**config.mk**
```make
export PLATFORM = sky130hd
export DESIGN_NAME = range_capture
export DESIGN_NICKNAME = d
export VERILOG_FILES = /design/src/rtl/range_capture_pkg.sv /design/src/rtl/range_capture.sv
export SDC_FILE = /design/constraint.sdc
export NUM_CORES = 1
export LEC_CHECK = 0
export BUFFER_PORTS_ARGS = -buffer_cell sky130_fd_sc_hd__buf_4
export CAP_MARGIN = 20
export CORE_MARGIN = 2
export CORE_UTILIZATION = 51
export CTS_BUF_LIST = sky130_fd_sc_hd__clkbuf_16
export DETAILED_ROUTE_END_ITERATION = 12
export GPL_ROUTABILITY_DRIVEN = 0
export PLACE_DENSITY = 0.85
export SYNTH_ARGS = -nofsm -noshare
export SYNTH_HDL_FRONTEND = slang
export SYNTH_SLANG_ARGS = --single-unit
```
**constraint.sdc**
```tcl
create_clock -name clk_i -period 4.2 [get_ports clk_i]
set_clock_uncertainty 0.15 [all_clocks]
set_input_delay 0.84 -clock clk_i [delete_from_list [all_inputs] [get_ports clk_i]]
set_output_delay 0.84 -clock clk_i [all_outputs]
set_load 0.01 [all_outputs]
```
**src/rtl/range_capture_pkg.sv**
```systemverilog
// range_capture_pkg: shared types and default CSR addresses for the range capture block
package range_capture_pkg;
  typedef enum logic [1:0] {IDLE, WAIT_SIZE, EMIT} state_t;
  typedef enum logic [2:0] {
    ERR_NONE    = 3'd0,
    ERR_ORPHAN  = 3'd1,
    ERR_ZERO    = 3'd2,
    ERR_TIMEOUT = 3'd3,
    ERR_OVF     = 3'd4
  } err_code_t;
  localparam logic [11:0] BASE_CSR_DEF = 12'h7C0;
  localparam logic [11:0] SIZE_CSR_DEF = 12'h7C1;
  localparam logic [11:0] CTRL_CSR_DEF = 12'h7C2;
  localparam int TIMEOUT_DEF = 64;
endpackage

```
**src/rtl/range_capture.sv**
```systemverilog
// range_capture: turns committed base/size CSR writes into inclusive address-range pushes
module range_capture
  import range_capture_pkg::*;
#(
  parameter logic [11:0] BASE_CSR = BASE_CSR_DEF,
  parameter logic [11:0] SIZE_CSR = SIZE_CSR_DEF,
  parameter logic [11:0] CTRL_CSR = CTRL_CSR_DEF,
  parameter int          TIMEOUT  = TIMEOUT_DEF
) (
  input  logic        clk_i,
  input  logic        rst_i,
  input  logic        cmt_valid_i,
  input  logic [11:0] cmt_csr_addr_i,
  input  logic [31:0] cmt_csr_wdata_i,
  output logic        en_write_o,
  output logic [31:0] addr_first_o,
  output logic [31:0] addr_last_o,
  output logic        clear_o,
  output logic        err_o,
  output logic [2:0]  err_code_o,
  output logic [5:0]  count_o
);
  localparam int TW = (TIMEOUT > 2) ? $clog2(TIMEOUT) : 1;
  state_t state_q, state_d;
  err_code_t code_q, code_d;
  logic [TW-1:0] timer_q, timer_d;
  logic [31:0] base_q, base_d, first_d, last_d;
  logic [32:0] sum;
  logic [5:0] cnt_d;
  logic hit_ctrl, hit_base, hit_size, size_zero, timeout, emit;
  logic orphan, zero, ovf, tmo, en_d, err_d;
  assign hit_ctrl  = cmt_valid_i && cmt_csr_addr_i == CTRL_CSR && cmt_csr_wdata_i[0];
  assign hit_base  = cmt_valid_i && cmt_csr_addr_i == BASE_CSR;
  assign hit_size  = cmt_valid_i && cmt_csr_addr_i == SIZE_CSR;
  assign size_zero = cmt_csr_wdata_i == 32'd0;
  assign timeout   = timer_q == TW'(TIMEOUT - 1);
  assign sum       = {1'b0, base_q} + {1'b0, cmt_csr_wdata_i} - 33'd1;
  assign err_code_o = code_q;
  always_ff @(posedge clk_i or posedge rst_i) begin
    if (rst_i) state_q <= IDLE;
    else state_q <= state_d;
  end
  always_comb begin
    state_d = IDLE;
    case (state_q)
      IDLE:      state_d = hit_base ? WAIT_SIZE : IDLE;
      WAIT_SIZE: state_d = hit_base ? WAIT_SIZE : hit_size ? (size_zero ? IDLE : EMIT) : timeout ? IDLE : WAIT_SIZE;
      EMIT:      state_d = hit_base ? WAIT_SIZE : IDLE;
      default:   state_d = IDLE;
    endcase
    if (hit_ctrl) state_d = IDLE;
  end
  always_comb begin
    emit    = state_d == EMIT;
    en_d    = emit;
    base_d  = hit_base ? cmt_csr_wdata_i : base_q;
    timer_d = hit_base ? '0 : (state_q == WAIT_SIZE ? timer_q + 1'b1 : timer_q);
    orphan  = hit_size && state_q != WAIT_SIZE;
    zero    = hit_size && state_q == WAIT_SIZE && size_zero;
    ovf     = emit && sum[32];
    tmo     = state_q == WAIT_SIZE && timeout && !(hit_ctrl || hit_base || hit_size);
    err_d   = orphan || zero || ovf || tmo;
    code_d  = hit_ctrl ? ERR_NONE : orphan ? ERR_ORPHAN : zero ? ERR_ZERO :
              tmo ? ERR_TIMEOUT : ovf ? ERR_OVF : code_q;
    first_d = emit ? base_q : addr_first_o;
    last_d  = emit ? (sum[32] ? 32'hFFFF_FFFF : sum[31:0]) : addr_last_o;
    cnt_d   = hit_ctrl ? 6'd0 : (emit && count_o != 6'd63) ? count_o + 6'd1 : count_o;
  end
  always_ff @(posedge clk_i or posedge rst_i) begin
    if (rst_i) begin
      base_q       <= '0;
      timer_q      <= '0;
      code_q       <= ERR_NONE;
      en_write_o   <= 1'b0;
      addr_first_o <= '0;
      addr_last_o  <= '0;
      clear_o      <= 1'b0;
      err_o        <= 1'b0;
      count_o      <= '0;
    end else begin
      base_q       <= base_d;
      timer_q      <= timer_d;
      code_q       <= code_d;
      en_write_o   <= en_d;
      addr_first_o <= first_d;
      addr_last_o  <= last_d;
      clear_o      <= hit_ctrl;
      err_o        <= err_d;
      count_o      <= cnt_d;
    end
  end
endmodule

```
==> flow_summary.yaml <==
finish:
  fin_cells: 1075
  layout_common_cells: "inv_1 (139), buf_4 (126), dfrtp_1 (116)"
  stdcell_area_sq_um: 8587
  area_growth_pct: 23.32
  layout.nets: 1001
  fin_util_pct: 64.59
  num_antenna_cells: 0
  drive_gt1_share_pct: 22.14
  final_common_cell: "inv_1"
status:
  run_status: "completed"
power_and_ir_drop:
  pwr-share-clk_pct: 47.4
  intPower_mw: 2.018
  leakagePower_nw: 4.561
  power_mw: 2.666
  power_density_nw_per_um2: 310.5
  seq_power_share_pct: 42.2
  p_sw_mw: 0.6481
  irDropWorstVdd_uv: 252.5
  switching_share_pct: 24.31
  combPwrFrac_pct: 10.4
floorplan:
  die_w_microns: 120.8
  initial_utilization_pct: 52.37
  rows: 42
  die_y_microns: 120.8
  io_pins: 123
  core_area_sq_um: 13300
  die_area_sq_um: 14600
clock_tree:
  cts-buffers-inserted: 17
  cts.sinks: 116
  post_cts_buffers: 0
  clock_latency_ns: 0.42
  cts_buffer_depth: 2
  post_cts_resized: 0
  cts_max_level: 4
  cts_tree: "done"
  hold_buffers: 0
  cts-root-buf: "clkbuf_16"
  cts.clk_slew.worst_paths_ns: 0.05
timing:
  fin_crit_sh_pct: 82.45
  layout_setup_ws_ns: 0.7371
  max_freq_mhz: 288.8
  layout_min_cycle_time_ns: 3.463
  slew_headroom_pct: 45.58
  whs_ns: 0.3341
  final_hold_viol_count: 0
  setup_tns_ns: 0
  finalMaxSlewViolations: 0
  setup_viol: 0
  worst_pin_slew_ns: 0.8162
  rsz0062_at_grt: "false"
placed_design:
  post-place-ws_ns: 0.3103
  port_buffers: 122
  placed_cell_area_sq_um: 8082
  dp_hpwl_mm: 11.74
  dp.cells: 1045
detailed_routing:
  drt_iter0_drc: 354
  wl_per_cell_microns: 14.92
  wl_mm: 16.04
  ant_nets: 0
  vias: 5715
  drcViolationCount: 0
  first_pass_iters: 5
  viasPerCell: 5.316
critical_path:
  cp.depth: 14
  slowest_stage: "ha_1"
  worstPathMaxFanout: 23
  r2r_slack_ns: 0.89
  cp-start-kind: "input port"
  r2r_end: "addr_last_o[8]"
  path_buf_inv: 4
  reg2reg_depth: 13
  crit_chain: "buf_4 -> inv_1 -> ha_1 -> inv_1 -> ha_1 -> nand2_1 -> o31ai_2 -> nand3_1 -> a21oi_2 -> o21ai_1 -> and2_4 -> a211o_2 -> inv_2 -> a31oi_1"
  crit_end: "addr_last_o[8]"
  path_delay_family: "compound AO/OA/AOI/OAI gates"
  reg2reg_from: "base_q[15]"
  cp_slowest_stage_delay_ns: 0.36
  critPathRequiredTime_ns: 4.33
  startpoint: "cmt_csr_wdata_i[15]"
  crit_type: "in -> reg"
  cp.arrival_ns: 3.60
  critPathCaptureType: "flop"
logic_synthesis:
  syn_nets: 875
  synthesis.area_sq_um: 6963
  ys_types: 61
  syn_avg_cell_area_sq_um: 9.138
  postSynthCellCount: 762
  synth_edf_count: 0
  yosysSeqAreaShare_pct: 41.69
  ys_seq_elements: 116
  ys_warn_count: 0
  async_flop_share_pct: 100.0
  synth-main-ff-cell: "dfrtp_1"
grt:
  grt_overflow: 0
  grt_first_pass_wirelength_mm: 26.69
  grt_usage_pct: 23.27
  grt_pass1_vias: 5543
  grt_start_max_net_pins: 72
  antenna_found_initial: 0
run:
  max_cap_violations: 0
worst_hold_path:
  min_path_type: "reg -> reg"
==> sequential cells by signal, indices dropped and copies added, names as in the netlist <==
name / cells
en_write_o: 1
err_code_o: 3
base_q: 32
err_o: 1
addr_last_o: 32
addr_first_o: 32
timer_q: 6
state_q: 2
clear_o: 1
count_o: 6
==> power by group through the flow <==
stage | clock network, mW | registers [mW] | logic, mW
after detailed placement | 0 | 1.14 | 0.273
final | 1.26 | 1.13 | 0.277
after floorplan | 0 | 1.14 | 0.183
after global placement | 0 | 1.14 | 0.267
after CTS | 1.28 | 1.13 | 0.277
after global routing | 1.33 | 1.12 | 0.308
==> how the worst min path moves through the flow <==
stage / startpoint / to / slack [ns] / cells past startpoint
after floorplan: state_q[1] / state_q[0] / 0.29 / 1
after global placement: state_q[1] / state_q[0] / 0.30 / 1
after detailed placement: state_q[1] / state_q[0] / 0.33 / 1
after CTS: state_q[1] / state_q[0] / 0.33 / 1
after global routing: base_q[10] / addr_first_o[10] / 0.37 / 1
final: state_q[1] / state_q[0] / 0.33 / 1
==> layout make-up <==
cell class | count | area, sq um
fillers | 1092 | 4708
multi-input cells | 487 | 3452
flip-flops and latches | 116 | 2903
repair buffers | 128 | 985.9
inverters | 138 | 520.5
clock buffers | 17 | 425.4
well taps | 176 | 220.2
clock inverters | 13 | 80.08
==> Yosys cell counts, drive strengths merged (4+ instances only) <==
| library cell | number | area, sq um |
|---|---|---|
| nor2 | 63 | 246.5 |
| xnor2 | 13 | 113.9 |
| o21ai | 48 | 240.2 |
| and2 | 4 | 27.53 |
| o21bai | 5 | 37.54 |
| ha | 65 | 813.3 |
| or3 | 4 | 30.03 |
| buf | 9 | 50.04 |
| a31oi | 28 | 175.2 |
| nor2b | 4 | 25.02 |
| clkbuf | 12 | 45.04 |
| a21o | 20 | 150.1 |
| mux2 | 33 | 371.6 |
| nand4 | 11 | 81.32 |
| nor4 | 9 | 56.30 |
| nand2b | 6 | 37.54 |
| a21oi | 41 | 209.0 |
| dfrtp | 116 | 2903 |
| nor3 | 9 | 45.04 |
| inv | 137 | 514.2 |
| a211oi | 4 | 30.03 |
| xor2 | 20 | 175.2 |
| nand2 | 56 | 212.7 |
| and3 | 4 | 25.02 |
| nand3 | 11 | 55.05 |
==> metal layers <==
metal  GRT usage, %  wire (microns)  vias to the layer above
met4          9.520             388                        0
li1               -               -                     2828
met5              0               0                        -
met2          36.62            7381                      184
met3          6.132            1120                       31
met1          30.52            7149                     2672
==> kinds of logic after synthesis <==
logic type	count (synthesis)	synth area share, %
muxes	33	5.337
and+or+nand+nor	190	13.24
AOI/OAI and AO/OA	165	14.81
adders and majority gates	66	11.97
xor gates and xnor gates	33	4.151
buffers and inverters	159	8.805
DFF	116	41.69
(Power assumes the default switching activity.)
